--- src/rtl/hazard_ctrl.sv ---
// Pipeline hazard controller: forwarding select, ID-stage stalls, branch flush, memory-latency freeze.
// Optional performance counters are enabled by defining HZ_PERF_CNT_EN.
module hazard_ctrl #(
  parameter int RA_W    = 4,
  parameter int MEM_LAT = 1,
  parameter int CNT_W   = 16
) (
  input  logic             clk,
  input  logic             rst,
  input  logic [RA_W-1:0]  id_rs,
  input  logic [RA_W-1:0]  id_rt,
  input  logic             id_rs_used,
  input  logic             id_rt_used,
  input  logic             id_br_reg,
  input  logic             id_br_flag,
  input  logic             br_taken,
  input  logic [RA_W-1:0]  ex_rd,
  input  logic             ex_wr,
  input  logic             ex_load,
  input  logic             ex_setflags,
  input  logic [RA_W-1:0]  mem_rd,
  input  logic             mem_wr,
  input  logic             mem_load,
  input  logic             mem_req,
  input  logic             mem_store,
  input  logic [RA_W-1:0]  mem_st_rt,
  input  logic [RA_W-1:0]  wb_rd,
  input  logic             wb_wr,
  input  logic             wb_load,
  input  logic [RA_W-1:0]  ex_rs,
  input  logic [RA_W-1:0]  ex_rt,
  output logic             stall_front,
  output logic             bubble_ex,
  output logic             stall_back,
  output logic             bubble_wb,
  output logic             flush_ifid,
  output logic [1:0]       fwd_a,
  output logic [1:0]       fwd_b,
  output logic             fwd_st,
  output logic [CNT_W-1:0] stall_cycles,
  output logic [CNT_W-1:0] flush_count
);

  typedef enum logic {S_IDLE, S_BUSY} state_t;

  localparam bit         MULTI_CYC = (MEM_LAT > 1);
  localparam logic [3:0] LAT_LOAD  = MULTI_CYC ? 4'(MEM_LAT - 2) : 4'd0;

  state_t     r_state;
  state_t     w_next;
  logic [3:0] r_cnt;
  logic       w_mem_busy;
  logic       w_ld_use;
  logic       w_br_reg_hz;
  logic       w_br_flag_hz;
  logic       w_id_hz;
  logic [1:0] w_fwd_a;
  logic [1:0] w_fwd_b;

  // A match against register 0 never counts: r0 is hardwired zero.
  function automatic logic reg_match(input logic [RA_W-1:0] r, input logic [RA_W-1:0] rd);
    return (r == rd) && (rd != '0);
  endfunction

  always_ff @(posedge clk) begin
    if (rst) r_state <= S_IDLE;
    else     r_state <= w_next;
  end

  always_ff @(posedge clk) begin
    if (rst)
      r_cnt <= 4'd0;
    else if (r_state == S_IDLE && mem_req && MULTI_CYC)
      r_cnt <= LAT_LOAD;
    else if (r_state == S_BUSY && r_cnt != 4'd0)
      r_cnt <= r_cnt - 4'd1;
  end

  always_comb begin
    w_next = r_state;
    case (r_state)
      S_IDLE: if (mem_req && MULTI_CYC) w_next = S_BUSY;
      S_BUSY: if (r_cnt == 4'd0) w_next = S_IDLE;
      default: w_next = S_IDLE;
    endcase
  end

  // The last BUSY cycle releases the freeze so the access totals MEM_LAT cycles.
  always_comb begin
    w_mem_busy = 1'b0;
    case (r_state)
      S_IDLE: w_mem_busy = mem_req && MULTI_CYC;
      S_BUSY: w_mem_busy = (r_cnt != 4'd0);
      default: w_mem_busy = 1'b0;
    endcase
  end

  always_comb begin
    w_fwd_a = 2'b00;
    if (mem_wr && !mem_load && reg_match(ex_rs, mem_rd)) w_fwd_a = 2'b01;
    else if (wb_wr && reg_match(ex_rs, wb_rd))           w_fwd_a = 2'b10;
    w_fwd_b = 2'b00;
    if (mem_wr && !mem_load && reg_match(ex_rt, mem_rd)) w_fwd_b = 2'b01;
    else if (wb_wr && reg_match(ex_rt, wb_rd))           w_fwd_b = 2'b10;
  end

  // Register branches read rs in ID, so the producer must have reached WB.
  assign w_ld_use     = ex_load && ex_wr &&
                        ((id_rs_used && reg_match(id_rs, ex_rd)) ||
                         (id_rt_used && reg_match(id_rt, ex_rd)));
  assign w_br_reg_hz  = id_br_reg && ((ex_wr && reg_match(id_rs, ex_rd)) ||
                                      (mem_wr && reg_match(id_rs, mem_rd)));
  assign w_br_flag_hz = id_br_flag && ex_setflags;
  assign w_id_hz      = w_ld_use || w_br_reg_hz || w_br_flag_hz;

  assign stall_back  = !rst && w_mem_busy;
  assign bubble_wb   = !rst && w_mem_busy;
  assign stall_front = !rst && (w_mem_busy || w_id_hz);
  assign bubble_ex   = !rst && w_id_hz && !w_mem_busy;
  assign flush_ifid  = !rst && br_taken && !w_id_hz && !w_mem_busy;
  assign fwd_a       = rst ? 2'b00 : w_fwd_a;
  assign fwd_b       = rst ? 2'b00 : w_fwd_b;
  assign fwd_st      = !rst && mem_store && wb_load && wb_wr && reg_match(mem_st_rt, wb_rd);

`ifdef HZ_PERF_CNT_EN
  logic [CNT_W-1:0] r_stall_cycles;
  logic [CNT_W-1:0] r_flush_count;

  // Both counters saturate rather than wrap.
  always_ff @(posedge clk) begin
    if (rst) begin
      r_stall_cycles <= '0;
      r_flush_count  <= '0;
    end else begin
      if (stall_front && r_stall_cycles != '1) r_stall_cycles <= r_stall_cycles + CNT_W'(1);
      if (flush_ifid && r_flush_count != '1)   r_flush_count  <= r_flush_count + CNT_W'(1);
    end
  end

  assign stall_cycles = rst ? '0 : r_stall_cycles;
  assign flush_count  = rst ? '0 : r_flush_count;
`else
  assign stall_cycles = '0;
  assign flush_count  = '0;
`endif

endmodule

--- config.mk ---
export PLATFORM = sky130hd
export DESIGN_NAME = hazard_ctrl
export DESIGN_NICKNAME = d
export VERILOG_FILES = /design/src/rtl/hazard_ctrl.sv
export SDC_FILE = /design/constraint.sdc
export NUM_CORES = 1
export LEC_CHECK = 0
export BUFFER_PORTS_ARGS = -buffer_cell sky130_fd_sc_hd__buf_4
export CAP_MARGIN = 10
export CELL_PAD_IN_SITES_DETAIL_PLACEMENT = 0
export CELL_PAD_IN_SITES_GLOBAL_PLACEMENT = 1
export CORE_ASPECT_RATIO = 2
export CORE_MARGIN = 1
export CORE_UTILIZATION = 22
export CTS_CLUSTER_DIAMETER = 100
export CTS_CLUSTER_SIZE = 14
export DETAILED_ROUTE_END_ITERATION = 12
export HOLD_SLACK_MARGIN = 0.02
export PLACE_DENSITY = 0.81
export SYNTH_ARGS = -nofsm -noshare
export SYNTH_HDL_FRONTEND = slang
export SYNTH_SLANG_ARGS = --single-unit
--- constraint.sdc ---
create_clock -name clk -period 1.8 [get_ports clk]
set_input_delay 0.45 -clock clk [delete_from_list [all_inputs] [get_ports clk]]
set_output_delay 0.45 -clock clk [all_outputs]
set_load 0.005 [all_outputs]
After elaboration in Yosys (flattened, before gate mapping):

Cells that the tools add are included.

* add/sub/neg operators: 1
* muxes and demuxes: 8
* equality and inequality tests: 8
* bitwise gates (word level): 1
* reduce and logical (&&, ||, !) cells: 48

Operators with widths (number)
* $logic_and A1 B1 Y1: 33
* $eq A4 B4 Y1: 8
* $reduce_bool A4 Y1: 4
* $mux W2: 6
* $logic_or A1 B1 Y1: 5
* $logic_not A1 Y1: 4
* $logic_not A4 Y1: 1
* $sub A4 B1 Y4 const B: 1
* $pmux W1 S2: 1
* $reduce_or A2 Y1: 1
* $mux W1: 1
* $not A1 Y1: 1

* input port bits: 48
* output and inout bits: 42
* register bits after elaboration: 5
* word-level logic and storage cells: 68

Longest topological paths before layout:

Gate-level depths: netlist of the first run.

* depth after elaboration: 10
* gate-level depth with buffers: 7
* mapped depth without buffers: 6

Least setup slack after synthesis of the first run:

No wires, ideal clock.

* kind: reg2out
* start point: reg r_cnt[0]
* end point: out flush_ifid
* path buffers: 1
* path slack: -0.144 ns
* stages on the path, launching flop included: 8
* data required time: 1.350 ns
* arrival: 1.494 ns
* path through: dfxtp_1 inv_1 ha_1 or3b_4 and2_4 buf_6 nor3b_2 and4_1

* cells in the longest elaborated chain, start to end: 4

RTL lines
* start: declaration: RTL line 51 `logic [3:0] r_cnt;`
* start signal: assignment: RTL line 76 `r_cnt <= r_cnt - 4'd1;`
* $reduce_bool A4 Y1: RTL line 93 `S_BUSY: w_mem_busy = (r_cnt != 4'd0);`
* $pmux W1 S2: RTL line 91 `case (r_state)`
* $logic_not A1 Y1: RTL line 120 `assign flush_ifid = !rst && br_taken && !w_id_hz && !w_mem_busy;`
* $logic_and A1 B1 Y1: RTL line 120
* end: declaration: RTL line 36 `output logic flush_ifid,`

Every way passes these cells.

Final worst setup path of the first run:

* start point: reg r_cnt[1]
* end point: out flush_ifid

The elaborated chain is that of the path after synthesis.

==> run metrics, run 1 <==
Post-Route WL=2920 um; Synth Area per Inst=7.52 um^2; clock-pin slew on the worst setup and hold paths=30 ps; Core Util, Final=39.4%; Max FO, Critical Path=3; total track usage=12.8%; final slew viol count=0; CTS H-Tree Depth=1; post-synthesis sequential area ratio=9.86%; RR Endpoint=r_cnt[3]; Root Buffer=clkbuf_8; final std cells w/o fill=266; most frequent cells in the layout=buf_4 (69), conb_1 (32), xor2_1 (15); Die Y=98.0 um; Final Skew=0.191 ps; I/O pin cnt=90; TritonCTS sink count=5; CP Launch Type=flop; first-pass GRT wire length=4710 um; Synth cell types=36; CP required=1350 ps; Overflow after GRT=0; initial antenna violation count=0; period utilization=119%; Tot Pwr=0.000600 W; DR iter-0 viols=9; sum of negative setup slack=-2080 ps; VDD IR-drop max=0.297 mV; # port buffers=56; Synth Cell Area=0.00101 mm^2; vias in the first global route=1097; CTS Hold Buffers Added=0; crit path time final=2130 ps; Final setup violation count=10; Yosys warnings=0; Final Hold Viols=0; DP Cell Count=259; largest net degree at the start of global routing=12; R2R depth=9; Max Cap Viol=0; R2R Path Start=r_cnt[1]; failing checks=negative setup slack; DRC Markers=0; min-delay src=r_cnt[3]; gp weighted congestion=0.808; DR vias/cell=4.24; std cell rows=34; worst skew pair latency=220 ps; pwr dens=348 mW/mm^2; initial core utilization=23.2%; CP Class=flop to output pin; Routed Antenna Nets=0; Synth Instances=135; synthesized flop and latch total=5; Worst Hold End=r_cnt[3]; fraction of layout cells with a size suffix above 1=49.5%; unrepaired setup endpoints after global routing=yes; worst reg2reg setup slack=160 ps; fin worst setup slack=-333 ps; status=finished with violations; Hold Path Class=flop to flop; Hold Path Cell Cnt=2; # nets final=262; CTS max path bufs=2; die width=50.0 um; Detailed Routing Iterations Pass 1=5; crit path DAT=1680 ps; CTS tree=built; routed len/inst=11.0 um; ant diodes=0; fmax=0.469 GHz; CP Capture Type=output pin; dpl hpwl=2490 um; vias post-DR=1128; Leak Pwr=0.814 nW; most common cell after layout, fill and taps aside=buf_4; total CTS buffers=3; area delta synth->final=70.2%; die area=0.00490 mm^2; total core area=0.00438 mm^2
-- through the flow --
step / setup WS, ps / hold WS [ps] / instance area (um^2)
floorplan: -91.9 / 480 / 1150
global placement: -347 / 514 / 1510
detailed placement: -393 / 515 / 1510
CTS: -343 / 522 / 1660
global route: -420 / 540 / 1730
finish: -333 / 515 / 1730
-- what timing repair did --
action	in CTS	in global routing
buffers inserted	2	2
setup endpoints to repair	10	10
pin swaps	9	7
gates resized for setup	21	11
-- routing by layer --
layer	vias up	routed length (um)	track usage [%]	part of all wire, %
met5	-	0	0	0
met4	0	124	9.23	4.2
met3	8	219	1.71	7.5
met2	75	1680	24.8	58
met1	490	895	11.2	31
li1	555	-	-	-
-- how the worst max path moves through the flow --
stage              start          to
2_1_floorplan   r_cnt[1]  flush_ifid
3_3_place_gp   mem_rd[1]  flush_ifid
3_5_place_dp   mem_rd[1]   bubble_ex
4_1_cts         r_cnt[1]  flush_ifid
5_1_grt        mem_rd[1]   bubble_ex
6_report        r_cnt[1]  flush_ifid
-- final cells by class --
| type | instances | area, um^2 |
|---|---|---|
| inverter | 9 | 33.8 |
| sequential | 5 | 103 |
| timing repair buffer | 77 | 623 |
| clock buffer | 4 | 45.0 |
| fill | 455 | 2660 |
| multi-input combinational | 117 | 855 |
| tap | 54 | 67.6 |
-- Yosys cell counts, drive strengths merged --
cell type	number	area share (%)
buf	34	26
xor2	15	13
xnor2	13	11
nor2	10	3.7
inv	9	3.3
nand3	6	3.0
dfxtp	5	9.9
nor3	5	2.5
nor4	5	3.1
nand2	3	1.1
nand4	3	1.8
a22oi	2	1.5
nor2b	2	1.2
nor3b	2	2.0
o31a	2	1.7
a2111oi	1	1.5
a211o	1	0.86
a211oi	1	0.74
a222oi	1	0.99
a311oi	1	0.86
a32oi	1	0.86
a41oi	1	0.86
and2	1	0.86
and4	1	0.86
clkbuf	1	0.37
conb	1	0.37
ha	1	1.2
nand3b	1	0.74
o2111ai	1	0.86
o21ai	1	0.49
o22ai	1	0.62
or2	1	0.62
or3b	1	1.1
or4	1	0.74
-- flip-flops by register name, indices dropped and copies added, names as in the netlist --
| name | flops |
|---|---|
| r_cnt | 4 |
| r_state | 1 |
-- worst max-delay path: stages (launching register included) --
cell and delay (ps):
dfxtp_2 310, inv_2 60, ha_4 120, or3b_4 370, and2_4 150, nor3b_2 150
and4_1 190, buf_4 100
-- power breakdown --
group,leakage [nW],switching (W),total (W),internal (W)
sequential,0.0413,0.000000000000000000249,0.000111,0.000111
combinational,0.750,0.000125,0.000281,0.000155
clock,0.0228,0.0000560,0.000208,0.000152
-- kinds of logic (layout without fill, tap and decap cells) --
group / Yosys count / count (layout) / synth area share, %
adders and majority gates: 1 / 1 / 1.23
and+or+nand+nor: 42 / 42 / 23.3
buffers and inverters: 44 / 90 / 29.2
other: 1 / 32 / 0.370
xor gates and xnor gates: 28 / 28 / 24.2
DFF: 5 / 5 / 9.86
AOI/OAI and AO/OA: 14 / 14 / 11.8
No activity file was read; power rests on OpenSTA's default activity.
==> run 2, diff against run 1 <==
--- a/config.mk
+++ b/config.mk
@@ -16,7 +16,7 @@
 export CTS_CLUSTER_SIZE = 14
 export DETAILED_ROUTE_END_ITERATION = 12
 export HOLD_SLACK_MARGIN = 0.02
-export PLACE_DENSITY = 0.81
+export PLACE_DENSITY = 0.83
 export SYNTH_ARGS = -nofsm -noshare
 export SYNTH_HDL_FRONTEND = slang
 export SYNTH_SLANG_ARGS = --single-unit
==> run 2 against run 1 <==
Compared with the run above: highest routed layer unchanged; die area is the same; critical path depth is the same; register-to-register slack gained 170 ps; fmax shrank 0.60%; cell count shrank 2.3%; clock-buffer cell count is the same; worst hold slack lost 0.82 ps; worst setup slack lost 13 ps; flip-flop and latch count is the same; critical endpoint unchanged; the run still ends with negative setup slack left; largest power group unchanged; critical path type unchanged.
==> run metrics, run 2 (same netlist as run 1, synthesis figures left out) <==
status=finished with violations; failing checks=negative setup slack; Routed Antenna Nets=0; VDD IR-drop max=0.190 mV; crit path DAT=1700 ps; Hold Path Class=flop to flop; Final setup violation count=10; Max FO, Critical Path=3; DRC Markers=0; clock-pin slew on the worst setup and hold paths=30 ps; DR iter-0 viols=14; final instance area=0.00164 mm^2; fin worst setup slack=-346 ps; DR vias/cell=4.20; routed len/inst=10.7 um; I/O pin cnt=90; worst reg2reg setup slack=330 ps; Final Skew=0.0912 ps; total core area=0.00438 mm^2; die area=0.00490 mm^2; most common cell after layout, fill and taps aside=buf_4; Post-CTS Setup Bufs=0; Root Buffer=clkbuf_8; CTS max path bufs=2; dpl cell area=0.00148 mm^2; Leak Pwr=0.760 nW; period utilization=119%; total CTS buffers=3; Detailed Routing Iterations Pass 1=4; fill count=475; Final Hold Viols=0; worst skew pair latency=220 ps; Overflow after GRT=0; # nets final=256; most frequent cells in the layout=buf_4 (65), conb_1 (32), xor2_1 (14); CTS H-Tree Depth=1; CP required=1350 ps; Tot Pwr=0.000583 W; vias post-DR=1092; die width=50.0 um; multi-input logic area=832 um^2; CP Launch Type=flop; unrepaired setup endpoints after global routing=yes; ant diodes=0; Largest register FFs=4; Largest Register=r_cnt; crit path time final=2150 ps; FF/Latch Area=103 um^2; fmax=0.466 GHz; # port buffers=56; DP Cell Count=256; largest net degree at the start of global routing=12; area delta synth->final=61.7%; CTS tree=built; pwr dens=356 mW/mm^2; Max Cap Viol=0; Post-Route WL=2780 um; Die Y=98.0 um; Largest regs=r_cnt (4), r_state (1); total track usage=12.0%; fraction of layout cells with a size suffix above 1=46.6%; initial antenna violation count=0; initial core utilization=23.2%; dpl hpwl=2450 um; std cell rows=34; final slew viol count=0; first-pass GRT wire length=4460 um; Fin Hold WS=514 ps; CTS Hold Buffers Added=0; CP Class=flop to output pin; TritonCTS sink count=5; CP Capture Type=output pin; final std cells w/o fill=260; gp weighted congestion=0.793; vias in the first global route=1062
-- run 2: report_power, final --
group	switching [W]	leakage (nW)	internal (W)	total, W
Combinational	0.000120	0.696	0.000146	0.000266
Clock	0.0000542	0.0228	0.000152	0.000206
Sequential	0.000000000000000000296	0.0413	0.000111	0.000111
-- run 2: final timing paths --
path / start / to / cells past startpoint
setup / recovery: r_cnt[1] / flush_ifid / 7
hold / removal: r_state / r_state / 2
setup reg to reg: r_cnt[1] / r_cnt[1] / 6
hold reg to reg: r_state / r_state / 2
-- run 2: timing repair --
action,in CTS,in global routing
gates resized for setup,12,11
pin swaps,8,5
endpoints found under the setup margin,10,10
-- run 2: metrics by stage --
step	setup WS, ps	utilization [%]	TNS (ps)
after floorplan	-91.9	-	-138
after global placement	-323	33.9	-1860
after detailed placement	-389	33.9	-2130
after CTS	-331	36.3	-1910
after global routing	-409	37.4	-2420
final	-346	37.4	-1730
-- run 2: layer usage --
metal	vias to the layer above	share of wire, %	GRT usage (%)
li1	540	-	-
met1	479	31	10.5
met2	69	59	23.8
met3	4	8.0	1.87
met4	0	1.8	7.25
met5	-	0	0
-- run 2: cell type report --
cell class	instances	area share, %
Tap cell	54	4.12
Clock buffer	4	2.75
Multi-Input combinational cell	117	50.7
Sequential cell	5	6.25
Inverter	9	2.06
Timing Repair Buffer	71	34.1
-- run 2: critical path: stages (launching register included) --
cell and delay, ps:
dfxtp_2 310, inv_2 60, ha_4 120, or3b_4 370
and2_4 160, nor3b_2 150, and4_1 200, buf_4 110
==> run 3, diff against run 2 <==
--- a/config.mk
+++ b/config.mk
@@ -5,6 +5,7 @@
 export SDC_FILE = /design/constraint.sdc
 export NUM_CORES = 1
 export LEC_CHECK = 0
+export ABC_AREA = 1
 export BUFFER_PORTS_ARGS = -buffer_cell sky130_fd_sc_hd__buf_4
 export CAP_MARGIN = 10
 export CELL_PAD_IN_SITES_DETAIL_PLACEMENT = 0
@@ -16,7 +17,7 @@
 export CTS_CLUSTER_SIZE = 14
 export DETAILED_ROUTE_END_ITERATION = 12
 export HOLD_SLACK_MARGIN = 0.02
-export PLACE_DENSITY = 0.83
+export PLACE_DENSITY = 0.84
 export SYNTH_ARGS = -nofsm -noshare
 export SYNTH_HDL_FRONTEND = slang
 export SYNTH_SLANG_ARGS = --single-unit
==> run 3 against run 2 <==
Compared with the run above: the flow still finishes with violations (negative setup slack); register-to-register slack barely moved; clock-buffer cell count is the same; sequential share of layout area decreased by 0.62 points; fmax rose by 12%; die area grew 9.2%; via count rose by 24%; area after synthesis up 9.5%; worst setup slack better by 230 ps; sequential power about the same; clock power about the same; critical path type unchanged; largest power group unchanged.
==> run metrics, run 3 <==
DR iter-0 viols=12; total track usage=12.3%; async set or reset register ratio after synthesis=0%; Main synth FF type=dfxtp_1; Synth Cell Area=0.00111 mm^2; number of flops mapped to enable cells by yosys=0; Fin Hold WS=457 ps; pwr dens=334 mW/mm^2; failing checks=negative setup slack; Root Buffer=clkbuf_8; Synth Area per Inst=5.76 um^2; Final setup violation count=5; fmax=0.523 GHz; die area=0.00536 mm^2; # nets final=318; VDD IR-drop max=0.207 mV; clock-pin slew on the worst setup and hold paths=30 ps; CP Capture Type=output pin; worst skew pair latency=220 ps; initial core utilization=22.8%; Routed Antenna Nets=0; status=finished with violations; DRC Markers=0; Final Skew=0.772 ps; most frequent cell after synthesis=nand2_1; CTS max path bufs=2; Detailed Routing Iterations Pass 1=5; ant diodes=0; dpl cell area=0.00156 mm^2; initial antenna violation count=0; largest net degree at the start of global routing=8; Largest Register=r_cnt; synth cell count leaders=nand2_1 (40), buf_4 (33), inv_1 (25); synthesized flop and latch total=5; crit path time final=1910 ps; area delta synth->final=63.7%; vias post-DR=1351; Final Hold Viols=0; fraction of layout cells with a size suffix above 1=44.0%; Overflow after GRT=0; gp weighted congestion=0.714; CTS Hold Buffers Added=0; R2R depth=10; Synth Instances=193; period utilization=106%; Largest regs=r_cnt (4), r_state (1); Post-Route WL=3170 um; std cell rows=36; CTS H-Tree Depth=1; total CTS buffers=3; fill count=544; TritonCTS sink count=5; I/O pin cnt=90; Max FO, Critical Path=4; final instance area=0.00182 mm^2; CTS tree=built; Die Y=103 um; vias in the first global route=1232; DR vias/cell=4.16; routed len/inst=9.76 um; synth top area cells=buf_4 (22%), nand2_1 (14%), dfxtp_1 (9.0%), inv_1 (8.4%), nor2_1 (7.8%); Largest register FFs=4; post-place setup slack=-133 ps; die width=52.3 um; total core area=0.00486 mm^2; unrepaired setup endpoints after global routing=yes; most common cell after layout, fill and taps aside=buf_4; area leader, netlist=buf_4; fin worst setup slack=-113 ps; Core Util, Final=37.4%; crit path DAT=1460 ps; CP required=1350 ps; post-synth top area share=22.3%; # port buffers=56; CP Launch Type=flop; post-synthesis sequential area ratio=9.01%; final slew viol count=0; Max Cap Viol=0; most frequent cells in the layout=buf_4 (61), nand2_1 (36), conb_1 (32); first-pass GRT wire length=5020 um; Leak Pwr=0.966 nW; Synth cell types=27; CP Class=flop to output pin; Hold Path Class=flop to flop; Yosys warnings=0; dpl hpwl=2700 um; Hold Path Cell Cnt=2
run 3: changes by cell type after synthesis, moves of 9 or more:
cell and change:
xor2_1 -9, nor2_1 +13, xnor2_1 -12, inv_1 +16, nand2_1 +37
run 3: metal layers:
| layer | routed length [um] | track usage [%] | vias to the layer above |
|---|---|---|---|
| met1 | 1020 | 11.7 | 573 |
| met4 | 16 | 3.04 | 0 |
| met3 | 299 | 2.36 | 2 |
| met5 | 0 | 0 | - |
| met2 | 1840 | 25.4 | 80 |
| li1 | - | - | 696 |
run 3: per-stage QoR:
stage | power [W] | setup TNS (ps) | instances
floorplan | 0.000278 | 0 | 224
global placement | 0.000364 | -603 | 315
detailed placement | 0.000367 | -683 | 315
CTS | 0.000594 | -757 | 323
global route | 0.000657 | -1070 | 325
finish | 0.000607 | -428 | 325
run 3: worst max-delay path, cell delays in order, from the launching register on:
cell     delay, ps
dfxtp_2        310
inv_2           70
ha_4           150
inv_4           40
o31ai_4        200
inv_2           80
nor2_4         120
nand2_1         70
nor2_1          90
buf_4          110
run 3: layout make-up:
cell class                      instances  area, um^2  share of cell area, %
Inverter                               30         136                   7.50
Tap cell                               57        71.3                   3.92
Sequential cell                         5         103                   5.64
Timing Repair Buffer                   74         619                   34.0
Clock buffer                            4        45.0                   2.48
Multi-Input combinational cell        155         845                   46.4
run 3: cell families after synthesis:
| family | synth area share [%] |
|---|---|
| adder cells (fa/ha/maj) | 1.13 |
| AO/OA/AOI/OAI | 13.1 |
| other | 0.338 |
| flip-flops | 9.01 |
| buffers and inverters | 32.9 |
| XOR/XNOR | 5.52 |
| AND/OR/NAND/NOR | 38.1 |
run 3: repair_timing:
item                                    in CTS  in global routing
endpoints found under the setup margin       9                 10
resized for setup                           29                 27
setup buffers                                4                  2
pin swaps                                   12                 11
cloned                                       0                  0
run 3: path summary, 6_finish.rpt:
| kind | startpoint | to | slack [ps] |
|---|---|---|---|
| worst max-delay path | r_cnt[1] | flush_ifid | -110 |
| worst min-delay path | r_cnt[1] | r_cnt[1] | 460 |
| worst max register to register | r_cnt[0] | r_cnt[3] | 320 |
| worst min register to register | r_cnt[1] | r_cnt[1] | 460 |
run 3: report_power, final:
group | leakage, nW | total, W | switching [W] | internal [W]
sequential | 0.0413 | 0.000111 | 0.000000000000000000275 | 0.000111
clock | 0.0228 | 0.000206 | 0.0000545 | 0.000152
combinational | 0.902 | 0.000289 | 0.000140 | 0.000150
total | 0.966 | 0.000607 | 0.000194 | 0.000413
